===== src/rtl/shift_add_multiplier_pkg.sv =====
// Shared definitions for the sequential shift-add multiplier: state encoding and default width.
package shift_add_multiplier_pkg;

  localparam int MUL_DEFAULT_WIDTH = 4;

  typedef enum logic [1:0] {
    IDLE = 2'd0,
    RUN  = 2'd1,
    DONE = 2'd2
  } mul_state_t;

endpackage


===== src/rtl/shift_add_multiplier_add_stage.sv =====
// mul_add_stage: combinational WIDTH-bit ripple adder, carry-in tied low, carry-out exposed.
module mul_add_stage #(
  parameter int WIDTH = 4
) (
  input  logic [WIDTH-1:0] i_a,
  input  logic [WIDTH-1:0] i_b,
  output logic [WIDTH-1:0] o_sum,
  output logic             o_cout
);

  logic [WIDTH:0] w_c;

  assign w_c[0] = 1'b0;

  for (genvar g = 0; g < WIDTH; g++) begin : g_fa
    assign o_sum[g]   = i_a[g] ^ i_b[g] ^ w_c[g];
    assign w_c[g + 1] = (i_a[g] & i_b[g]) | (w_c[g] & (i_a[g] ^ i_b[g]));
  end

  assign o_cout = w_c[WIDTH];

endmodule


===== src/rtl/shift_add_multiplier.sv =====
// Sequential unsigned WIDTHxWIDTH shift-add multiplier, one add-and-shift per clock.
// Optional MUL_ZERO_BYPASS_EN: a zero operand skips the iterations and completes in one cycle.
module shift_add_multiplier
  import shift_add_multiplier_pkg::*;
#(
  parameter int WIDTH = MUL_DEFAULT_WIDTH
) (
  input  logic               clk,
  input  logic               rst,
  input  logic               Start,
  input  logic [WIDTH-1:0]   A,
  input  logic [WIDTH-1:0]   B,
  output logic [2*WIDTH-1:0] Product,
  output logic               Busy,
  output logic               Done
);

  localparam int CW = $clog2(WIDTH + 1);

  mul_state_t       r_state, w_state_nxt;
  logic [WIDTH-1:0] r_mcand;
  logic [WIDTH:0]   r_acc_hi;
  logic [WIDTH-1:0] r_acc_lo;
  logic [CW-1:0]    r_cnt;

  logic [WIDTH-1:0] w_addend;
  logic [WIDTH-1:0] w_sum;
  logic             w_cout;
  logic [WIDTH:0]   w_hi_nxt;
  logic [WIDTH-1:0] w_lo_nxt;
  logic             w_last;
  logic             w_bypass;
  logic             w_unused_hi_msb;

`ifdef MUL_ZERO_BYPASS_EN
  assign w_bypass = (A == '0) || (B == '0);
`else
  assign w_bypass = 1'b0;
`endif

  assign w_addend = r_acc_lo[0] ? r_mcand : '0;

  mul_add_stage #(.WIDTH(WIDTH)) u_add (
    .i_a    (r_acc_hi[WIDTH-1:0]),
    .i_b    (w_addend),
    .o_sum  (w_sum),
    .o_cout (w_cout)
  );

  // {carry, sum, acc_lo} >> 1: carry lands in acc_hi[WIDTH-1], so acc_hi[WIDTH] is always 0 after a shift
  assign w_hi_nxt        = {1'b0, w_cout, w_sum[WIDTH-1:1]};
  assign w_lo_nxt        = {w_sum[0], r_acc_lo[WIDTH-1:1]};
  assign w_last          = (r_cnt == CW'(1));
  assign w_unused_hi_msb = r_acc_hi[WIDTH];

  always_ff @(posedge clk or posedge rst) begin
    if (rst) r_state <= IDLE;
    else     r_state <= w_state_nxt;
  end

  always_comb begin
    w_state_nxt = r_state;
    case (r_state)
      IDLE:    if (Start) w_state_nxt = w_bypass ? DONE : RUN;
      RUN:     if (w_last) w_state_nxt = DONE;
      DONE:    w_state_nxt = IDLE;
      default: w_state_nxt = IDLE;
    endcase
  end

  always_ff @(posedge clk or posedge rst) begin
    if (rst) begin
      r_mcand  <= '0;
      r_acc_hi <= '0;
      r_acc_lo <= '0;
      r_cnt    <= '0;
      Product  <= '0;
    end else begin
      case (r_state)
        IDLE: begin
          if (Start) begin
            if (w_bypass) begin
              Product <= '0;
            end else begin
              r_mcand  <= A;
              r_acc_hi <= '0;
              r_acc_lo <= B;
              r_cnt    <= CW'(WIDTH);
            end
          end
        end
        RUN: begin
          r_acc_hi <= w_hi_nxt;
          r_acc_lo <= w_lo_nxt;
          r_cnt    <= r_cnt - CW'(1);
          if (w_last) Product <= {w_hi_nxt[WIDTH-1:0], w_lo_nxt};
        end
        default: ;
      endcase
    end
  end

  assign Busy = (r_state != IDLE);
  assign Done = (r_state == DONE);

endmodule


===== config.mk =====
export PLATFORM = sky130hd
export DESIGN_NAME = shift_add_multiplier
export DESIGN_NICKNAME = d
export VERILOG_FILES = /design/src/rtl/shift_add_multiplier_pkg.sv /design/src/rtl/shift_add_multiplier_add_stage.sv /design/src/rtl/shift_add_multiplier.sv
export SDC_FILE = /design/constraint.sdc
export NUM_CORES = 1
export LEC_CHECK = 0
export ABC_AREA = 1
export CORE_UTILIZATION = 51
export DETAILED_ROUTE_END_ITERATION = 8
export GPL_TIMING_DRIVEN = 0
export PLACE_DENSITY = 0.78
export SLEW_MARGIN = 30
export SYNTH_ARGS = -nofsm -noshare
export SYNTH_HDL_FRONTEND = slang
export SYNTH_SLANG_ARGS = --single-unit

===== constraint.sdc =====
create_clock -name clk -period 2.65 [get_ports clk]
set_clock_uncertainty 0.1 [all_clocks]
set_input_delay 0.3975 -clock clk [delete_from_list [all_inputs] [get_ports clk]]
set_output_delay 0.3975 -clock clk [all_outputs]
set_load 0.03 [all_outputs]

Yosys cells after proc, flatten, opt, wreduce, memory -nomap -nowiden
Index checks and enable logic that the tools add are counted.
Widths: inputs -> output; s select.
{"block": "word_totals", "regBits": 25, "in_bits": 11, "out_inout_bits": 10, "elab_cells": 46}
{"block": "op_classes", "add_sub_neg": 1, "n_eq_ne": 5, "n_mux": 10, "bitwise": 17, "reduce_logical": 7}
{"op": "$pmux 4 s2", "count": 2}
{"op": "$mux 4", "count": 3}
{"op": "$reduce_and 2->1", "count": 4}
{"op": "$and 1x1->1", "count": 7}
{"op": "$xor 1x1->1", "count": 7}
{"op": "$pmux 3 s2", "count": 1}
{"op": "$mux 2", "count": 2}
{"op": "$ne 2x2->1 const B", "count": 2}
{"op": "$pmux 2 s2", "count": 1}
{"op": "$reduce_bool 2->1", "count": 2}
{"op": "$eq 3x1->1 const B", "count": 1}
{"op": "$mux 3", "count": 1}
{"op": "$or 1x1->1", "count": 3}
{"op": "$sub 3x1->3 const B", "count": 1}
{"op": "$eq 2x1->1 const B", "count": 1}
{"op": "$eq 2x2->1 const B", "count": 1}
{"op": "$logic_not 2->1", "count": 1}

Depth between registers and ports, before layout
Gate-level depths: netlist of the first run.
{"block": "depth", "depth_word": 9, "depth_mapped": 10, "ltp_nobuf": 10}

Modules after synthesis
Synthesis of the first run repeated with hierarchy kept, for this count alone.
{"block": "hier_totals", "cells_unflattened": 149, "area_unflattened_um2": 1256.2}
{"module": "shift_add_multiplier", "instances": 1, "cells_each": 135, "area_each_um2": 1146.1, "seq_area_each_um2": 625.6}
{"module": "mul_add_stage", "instances": 1, "cells_each": 14, "area_each_um2": 110.1, "seq_area_each_um2": 0.0}

Worst setup path after synthesis of the first run
No wires, ideal clock.
{"block": "synth_timing", "path_kind": "register -> register", "startpoint": "register r_acc_lo[0]", "endpoint": "register Product[6]", "setup_ps": 118, "arrival_ps": 1998, "t_required_ps": 2432, "path_slack_ps": 434, "stages_incl_launch_ff": 11, "n_path_buf": 0, "synth_period_minus_slack_ps": 2216, "path_cell_list": "dfrtp_1 nand2_1 inv_1 ha_1 inv_1 fa_1 fa_1 fa_1 inv_1 nand2_1 nand2_1"}
{"block": "synth_between", "elab_chain_cells": 7, "elab_cells_between_ends": 12, "cone_classes": "mux: 1; bitwise: 11"}
{"element": "start, declared", "line": "shift_add_multiplier.sv:23", "source": "logic [WIDTH-1:0] r_acc_lo;"}
{"element": "start signal, assigned", "line": "shift_add_multiplier.sv:94", "source": "r_acc_lo <= w_lo_nxt;"}
{"element": "$mux 4 (*)", "line": "shift_add_multiplier.sv:41", "source": "assign w_addend = r_acc_lo[0] ? r_mcand : '0;"}
{"element": "$and 1x1->1 or $xor 1x1->1 (tied branches)", "line": "shift_add_multiplier_add_stage.sv:17", "source": "assign w_c[g + 1] = (i_a[g] & i_b[g]) | (w_c[g] & (i_a[g] ^ i_b[g]));"}
{"element": "$and 1x1->1", "line": "shift_add_multiplier_add_stage.sv:17"}
{"element": "$or 1x1->1", "line": "shift_add_multiplier_add_stage.sv:17"}
{"element": "$and 1x1->1", "line": "shift_add_multiplier_add_stage.sv:17"}
{"element": "$or 1x1->1", "line": "shift_add_multiplier_add_stage.sv:17"}
{"element": "$xor 1x1->1 (*)", "line": "shift_add_multiplier_add_stage.sv:16", "source": "assign o_sum[g] = i_a[g] ^ i_b[g] ^ w_c[g];"}
{"element": "end signal, assigned", "line": "shift_add_multiplier.sv:96", "source": "if (w_last) Product <= {w_hi_nxt[WIDTH-1:0], w_lo_nxt};"}
{"element": "end, declared", "line": "shift_add_multiplier.sv:13", "source": "output logic [2*WIDTH-1:0] Product,"}
Every way passes the cells marked *; elsewhere a longest branch is shown, timed or not.
A chain may end at the register's enable or synchronous reset.

Final worst setup path of the first run
Ends and elaborated chain as after synthesis.

==> results.cfg, run 1 <==
[pwr]
design_power_total_mw = 1.61
p_seq_frac = 0.396
p_switching_mw = 0.707
p_leak_nw = 0.775
vdd_drop_max_uv = 679
power_frac_comb = 0.494
pwr-share-clk = 0.110
intPower_mw = 0.901
p_sw_frac = 0.440
power_density_nw_per_um2 = 1100

[sta]
hold_viol = 0
timing.fmax_mhz = 431
finalHoldWorstSlack_ps = 299
grt_setup_unrepaired = false
fin_crit_sh = 0.875
max_slew_margin = 0.661
drv_slew = 0
fin_tns_setup_ps = 0
tightest_slew_ps = 508
setup_violations = 0
fin_crit_ps = 2320

[logic_synthesis]
synth.largest_area_cell = dfrtp_1
synth_top_area_frac = 0.524
synth_top_family_by_area = simple AND/OR/NAND/NOR gates
ys_seq_elements = 25
yosys.area_share.simple = 0.279
muxShareOfSynthArea = 0
synth_edf_count = 0
ys_warn_count = 0
async_reset_ff_frac = 1.00
synth_nets = 162
synth-xor-area-share = 0
synth_compound_area_frac = 0.0335
ys.flop_type = dfrtp_1
netlist_instances = 145
synth_top_cells_by_area = dfrtp_1 52%, nand2_1 22%, inv_1 6.3%
synth_area_um2 = 1190
yosysSeqAreaShare = 0.524
ys_types = 14
avgSynthCellArea_um2 = 8.24
yosys.area_share.adder = 0.0817

[routing]
avgRoutedWirePerCell_um = 11.2
drt_wl_total_um = 2200
drt_iter0_drc = 22
vias = 945
final_antenna_net_count = 0
via_per_inst = 4.80
dr.pass1.iters = 4
drc_errors = 0

[clocking]
cts_buffers = 3
clockRootBuffer = clkbuf_4
cts_hold_buffers = 0
ctsResizeCount = 0
cts_setup_buffers = 0
cts_max_level = 1
insertion_delay_ps = 330
clock_sinks = 25
cts_tree = yes
clk_pin_slew_ps = 150
clock_path_buffers = 2

[global_route]
antenna_found_initial = 0
grt_overflow = 0
grt_pass1_vias = 912
grt_max_degree = 26
track_usage = 0.203
grt_pass1_wl_um = 3820

[placed_design]
dp_hpwl_um = 1610
place_congestion = 0.816
numPortBuffers = 20

[finish]
diodes = 0
utilization = 0.660
drive_gt1_frac = 0.0592
layout.nets = 187
syn_to_final_growth_pct = 22.2

[floorplanning]
die_x_um = 50.4
core_um2 = 2210
start_util = 0.540
placementRows = 17
die_y_um = 50.4
dieArea_um2 = 2540
ios = 21

[critical_path]
path_cells = nand2_1 > inv_1 > ha_1 > inv_1 > fa_1 > fa_1 > fa_1 > inv_1 > nand2_1 > nand2_1
cp.arrival_ps = 2460
cp_data_required_time_ps = 2790
slowest_stage = fa_1
critPathCaptureType = register
critPathKind = register to register
slowest_delay_ps = 520
cp_max_fo = 5
startpoint_type = register

[run]
cap_violations = 0

[worst_hold_path]
min_path_type = input pin to async pin

[status]
status = complete, no violations
## worst paths after layout
kind	from	endpoint	slack [ps]	cells past startpoint
min in group clk	Product[6]	Product[6]	390	2
worst min-delay path	rst	r_acc_hi[2]	300	2
max in group asynchronous	rst	r_state[0]	1800	2
worst max register to register	r_acc_lo[0]	Product[6]	330	10
worst max-delay path	r_acc_lo[0]	Product[6]	330	10
worst min register to register	Product[6]	Product[6]	390	2
## power groups by stage
stage | clock [mW] | sequential, mW | combinational [mW]
after floorplan | 0 | 0.719 | 0.462
after global placement | 0 | 0.635 | 0.770
after detailed placement | 0 | 0.645 | 0.802
after CTS | 0.181 | 0.637 | 0.805
after global routing | 0.193 | 0.655 | 0.903
final | 0.177 | 0.636 | 0.794
## routing by layer
metal	vias up	track usage	share of wire	wire length, µm
li1	480	-	-	-
met1	439	0.263	0.47	1030
met2	23	0.340	0.48	1060
met3	3	0.0273	0.038	84
met4	0	0.0880	0.0095	21
met5	-	0	0	0
## sequential cells by signal, indices dropped and copies added (netlist names)
signal and flops:
Product 8, r_acc_hi 4, r_acc_lo 4, r_cnt 3
r_mcand 4, r_state 2
## through the flow
| stage | cell area [µm²] | setup WS (ps) | std cells |
|---|---|---|---|
| after floorplan | 1190 | 434 | 145 |
| after global placement | 1430 | 341 | 193 |
| after detailed placement | 1430 | 332 | 193 |
| after CTS | 1460 | 313 | 197 |
| after global routing | 1460 | 203 | 197 |
| final | 1460 | 331 | 197 |
## cell usage after synthesis, types with 3 or more instances
master and count:
nand2_1 69, dfrtp_1 25, inv_1 20, nand3_1 9, o21ai_0 7, fa_1 3, ha_1 3, nor2_1 3
## critical path: cells and delay by family (launching register included)
family / cells / cell delay (ps)
buffers and inverters: 3 / 130
adder cells (fa/ha/maj): 4 / 1400
flip-flops: 1 / 430
AND/OR/NAND/NOR: 3 / 170
## cells in the final DEF, fill, tap and decap left out
cell             Yosys  layout
buf_2                1       1
buf_4                1       1
buf_6                1       1
clkbuf_4             0       3
clkdlybuf4s50_1      0      20
clkinvlp_4           0       1
dfrtp_1             25      25
fa_1                 3       3
ha_1                 3       3
inv_1               20      19
inv_2                0       1
nand2_1             69      69
nand2_2              1       1
nand3_1              9       9
nor2_1               3       3
nor2_4               1       1
o21ai_0              7       7
o21ai_1              1       1
## area by class of cell
cell class	instances	area, µm²
clock inverters	1	7.51
flip-flops and latches	25	626
fillers	212	752
plain buffers	3	23.8
multi-input cells	97	470
repair buffers	20	200
well taps	28	35.0
clock buffers	3	22.5
inverters	20	75.1
## kinds of logic (layout without fill, tap and decap cells)
logic type	count (synthesis)	after routing
AND/OR/NAND/NOR	83	83
adder cells (fa/ha/maj)	6	6
flip-flops	25	25
AO/OA/AOI/OAI	8	8
buffers and inverters	23	47
No activity file was read; power rests on OpenSTA's default activity.
==> run 2, diff against run 1 <==
--- a/config.mk
+++ b/config.mk
@@ -6,10 +6,11 @@
 export NUM_CORES = 1
 export LEC_CHECK = 0
 export ABC_AREA = 1
-export CORE_UTILIZATION = 51
+export CORE_UTILIZATION = 55
+export CTS_CLUSTER_DIAMETER = 120
 export DETAILED_ROUTE_END_ITERATION = 8
 export GPL_TIMING_DRIVEN = 0
-export PLACE_DENSITY = 0.78
+export PLACE_DENSITY = 0.83
 export SLEW_MARGIN = 30
 export SYNTH_ARGS = -nofsm -noshare
 export SYNTH_HDL_FRONTEND = slang
==> constraint.sdc (replaced) <==
create_clock -name clk -period 2.8 [get_ports clk]
set_clock_uncertainty 0.1 [all_clocks]
set_input_delay 0.42 -clock clk [delete_from_list [all_inputs] [get_ports clk]]
set_output_delay 0.42 -clock clk [all_outputs]
set_load 0.03 [all_outputs]
==> results.cfg, run 2 (synthesis results as in run 1) <==
[sta]
fin_tns_setup_ps = 0
hold_viol = 0
fin_crit_ps = 2450
max_slew_margin = 0.658
timing.fmax_mhz = 408
fin_crit_sh = 0.876
tightest_slew_ps = 512
drv_slew = 0
setup_ws_ps = 348
setup_violations = 0
grt_setup_unrepaired = false

[finish]
largest-register = Product
diodes = 0
layout.nets = 187
final_common_cell = nand2_1
utilization = 0.729
design_area_um2 = 1460
drive_gt1_frac = 0.0592
largest_register_ffs = 8
instances_no_fill = 196
final_cell_mix = 69 x nand2_1, 25 x dfrtp_1, 20 x clkdlybuf4s50_1, 19 x inv_1, 9 x nand3_1
syn_to_final_growth_pct = 22.1

[floorplanning]
placementRows = 16
dieArea_um2 = 2360
die_x_um = 48.6
core_um2 = 2000
start_util = 0.597
ios = 21
die_y_um = 48.6

[critical_path]
critPathCaptureType = register
worstReg2RegStart = r_acc_lo[0]
startpoint = r_acc_lo[0]
cp_max_fo = 5
rr_worst_depth = 10
crit_end = Product[6]
critPathKind = register to register
cp_data_required_time_ps = 2940
cp.arrival_ps = 2600
startpoint_type = register
rrSetupSlack_ps = 350
r2r-end = Product[6]

[placed_design]
place_ws_ps = 426
numPortBuffers = 20
place_inst = 192
place_congestion = 0.837
dp_hpwl_um = 1660
post_dp_cell_area_um2 = 1430

[clocking]
ctsResizeCount = 0
clock_sinks = 25
clk_pin_slew_ps = 150
cts_hold_buffers = 0
clockRootBuffer = clkbuf_4
cts_setup_buffers = 0
cts_buffers = 3
cts_max_level = 1
clock_path_buffers = 2
cts_tree = yes
insertion_delay_ps = 330

[pwr]
p_sw_frac = 0.444
pwr-share-clk = 0.113
p_leak_nw = 0.775
intPower_mw = 0.853
power_frac_comb = 0.495
p_seq_frac = 0.392
p_switching_mw = 0.682
power_density_nw_per_um2 = 1050
vdd_drop_max_uv = 666

[routing]
dr.pass1.iters = 4
drc_errors = 0
drt_wl_total_um = 2360
vias = 955
avgRoutedWirePerCell_um = 12.0
drt_iter0_drc = 35
final_antenna_net_count = 0
via_per_inst = 4.87

[global_route]
grt_overflow = 0
grt_util_met1 = 0.316
grt_pass1_wl_um = 4320
grt_max_degree = 26
track_usage = 0.238
top_usage_layer = met2
antenna_found_initial = 0
grt_pass1_vias = 983
grtUsageMet3 = 0.0314
use_met2 = 0.405

[run]
cap_violations = 0

[worst_hold_path]
min_path_type = input pin to async pin

[status]
status = complete, no violations
run 2: cell counts in the layout (fill, tap and decap cells not counted):
No cell type changed its count.
run 2: routing by layer:
metal	vias to the layer above	routed length [µm]
met3	2	77
met5	-	0
met2	25	1210
met1	448	1060
li1	480	-
met4	0	13
run 2: cell type report:
class	count	area (µm²)
Fill cell	154	543
Tap cell	27	33.8
Inverter	20	75.1
Buffer	3	23.8
Multi-Input combinational cell	97	470
Sequential cell	25	626
Clock inverter	1	7.51
Clock buffer	3	22.5
Timing Repair Buffer	20	200
run 2: worst min path at each step:
| stage | from | end | slack [ps] | cells past startpoint |
|---|---|---|---|---|
| 4_1_cts | Product[2] | Product[2] | 390 | 2 |
| 5_1_grt | rst | Product[0] | 370 | 2 |
| 2_1_floorplan | r_mcand[0] | r_mcand[0] | 340 | 2 |
| 3_3_place_gp | Product[6] | Product[6] | 350 | 2 |
| 3_5_place_dp | Product[2] | Product[2] | 360 | 2 |
| 6_report | rst | Product[4] | 320 | 2 |
run 2: worst max-delay path, stage by stage, from the launching register on:
cell and delay, ps:
dfrtp_1 450, nand2_1 80, inv_1 60, ha_1 130
inv_1 50, fa_1 390, fa_1 400, fa_1 520
inv_1 50, nand2_1 60, nand2_1 50
run 2: metrics by stage:
stage	power, mW	hold slack [ps]
6_report	1.54	316
2_1_floorplan	1.12	342
3_3_place_gp	1.33	353
4_1_cts	1.54	391
3_5_place_dp	1.37	357
5_1_grt	1.67	373
run 2: power groups by stage:
| stage | Combinational [mW] | Clock (mW) | Sequential [mW] |
|---|---|---|---|
| 6_report | 0.760 | 0.173 | 0.602 |
| 3_3_place_gp | 0.729 | 0 | 0.600 |
| 2_1_floorplan | 0.437 | 0 | 0.681 |
| 3_5_place_dp | 0.762 | 0 | 0.608 |
| 4_1_cts | 0.767 | 0.173 | 0.601 |
| 5_1_grt | 0.866 | 0.183 | 0.619 |
==> run 3, diff against run 2 <==
--- a/config.mk
+++ b/config.mk
@@ -10,6 +10,7 @@
 export CTS_CLUSTER_DIAMETER = 120
 export DETAILED_ROUTE_END_ITERATION = 8
 export GPL_TIMING_DRIVEN = 0
+export MAX_ROUTING_LAYER = met4
 export PLACE_DENSITY = 0.83
 export SLEW_MARGIN = 30
 export SYNTH_ARGS = -nofsm -noshare
==> results.cfg, run 3 (synthesis results as in run 1) <==
[clocking]
cts_setup_buffers = 0
cts_hold_buffers = 0
clk_pin_slew_ps = 150
clock_sinks = 25
clockRootBuffer = clkbuf_4
cts_buffers = 3
cts_max_level = 1
cts_tree = yes
insertion_delay_ps = 330
clock_path_buffers = 2
ctsResizeCount = 0

[pwr]
p_switching_mw = 0.683
intPower_mw = 0.853
power_density_nw_per_um2 = 1050
p_sw_frac = 0.445
p_seq_frac = 0.392
p_leak_nw = 0.775
vdd_drop_max_uv = 665
power_frac_comb = 0.495
pwr-share-clk = 0.113

[run]
cap_violations = 0

[finish]
syn_to_final_growth_pct = 22.1
drive_gt1_frac = 0.0592
largest-register = Product
fillCellCount = 154
final_cell_mix = 69 x nand2_1, 25 x dfrtp_1, 20 x clkdlybuf4s50_1, 19 x inv_1, 9 x nand3_1
instances_no_fill = 196
final_common_cell = nand2_1
diodes = 0
largest_register_ffs = 8
layout.nets = 187

[routing]
dr.pass1.iters = 4
drc_errors = 0
vias = 953
via_per_inst = 4.86
final_antenna_net_count = 0
avgRoutedWirePerCell_um = 12.0
drt_wl_total_um = 2350
drt_iter0_drc = 35

[global_route]
grt_pass1_wl_um = 4320
antenna_found_initial = 0
grt_overflow = 0
grt_max_degree = 26
track_usage = 0.245
grt_pass1_vias = 981

[sta]
fin_crit_ps = 2440
setup_violations = 0
tightest_slew_ps = 516
finalHoldWorstSlack_ps = 313
fin_tns_setup_ps = 0
drv_slew = 0
fin_crit_sh = 0.871
hold_viol = 0
setup_ws_ps = 361
grt_setup_unrepaired = false
max_slew_margin = 0.656
timing.fmax_mhz = 410

[floorplanning]
die_y_um = 48.6
placementRows = 16
die_x_um = 48.6
start_util = 0.597
dieArea_um2 = 2360
ios = 21
core_um2 = 2000

[critical_path]
critPathKind = register to register
cp_data_required_time_ps = 2950
cp_max_fo = 5
critPathCaptureType = register
cp.arrival_ps = 2590
startpoint_type = register

[placed_design]
place_congestion = 0.850
dp_hpwl_um = 1660
place_inst = 192
place_ws_ps = 426
numPortBuffers = 20

[worst_hold_path]
min_path_type = input pin to async pin

[status]
status = complete, no violations
[run 3: cell type report]
type,count,area [µm²],share of cell area
clock inverter,1,7.51,0.00515
buffer,3,23.8,0.0163
multi-input combinational,97,470,0.322
timing repair buffer,20,200,0.137
inverter,20,75.1,0.0515
sequential,25,626,0.429
tap,27,33.8,0.0232
clock buffer,3,22.5,0.0154
[run 3: through the flow]
stage	instance area, µm²	total power, mW	util
after global placement	1430	1.33	0.714
after CTS	1460	1.54	0.729
final	1460	1.54	0.729
after global routing	1460	1.67	0.729
after floorplan	1190	1.12	-
after detailed placement	1430	1.37	0.714
[run 3: path summary, 6_finish.rpt]
check / start / end / slack (ps) / cells past startpoint
max: r_acc_lo[0] / Product[6] / 360 / 10
min: rst / Product[4] / 310 / 2
max reg2reg: r_acc_lo[0] / Product[6] / 360 / 10
min reg2reg: Product[2] / Product[2] / 390 / 2
max in group asynchronous: rst / r_mcand[0] / 1930 / 2
min in group clk: Product[2] / Product[2] / 390 / 2
[run 3: critical path, stage by stage, from the launching register on]
cell and delay [ps]:
dfrtp_1 450, nand2_1 80, inv_1 60, ha_1 130, inv_1 50, fa_1 390
fa_1 400, fa_1 520, inv_1 50, nand2_1 60, nand2_1 50
[run 3: routing by layer]
layer  routed length, µm  track usage  vias to the layer above
met1                1050        0.316                      443
met4                  35       0.0735                        0
li1                    -            -                      482
met2                1180        0.405                       23
met3                  79       0.0314                        5
met5                   0            -                        -
[run 3: power by group through the flow]
stage	combinational, mW	sequential (mW)	clock [mW]
floorplan	0.437	0.681	0
global placement	0.729	0.600	0
detailed placement	0.762	0.608	0
CTS	0.767	0.601	0.173
global route	0.866	0.619	0.183
finish	0.760	0.602	0.174
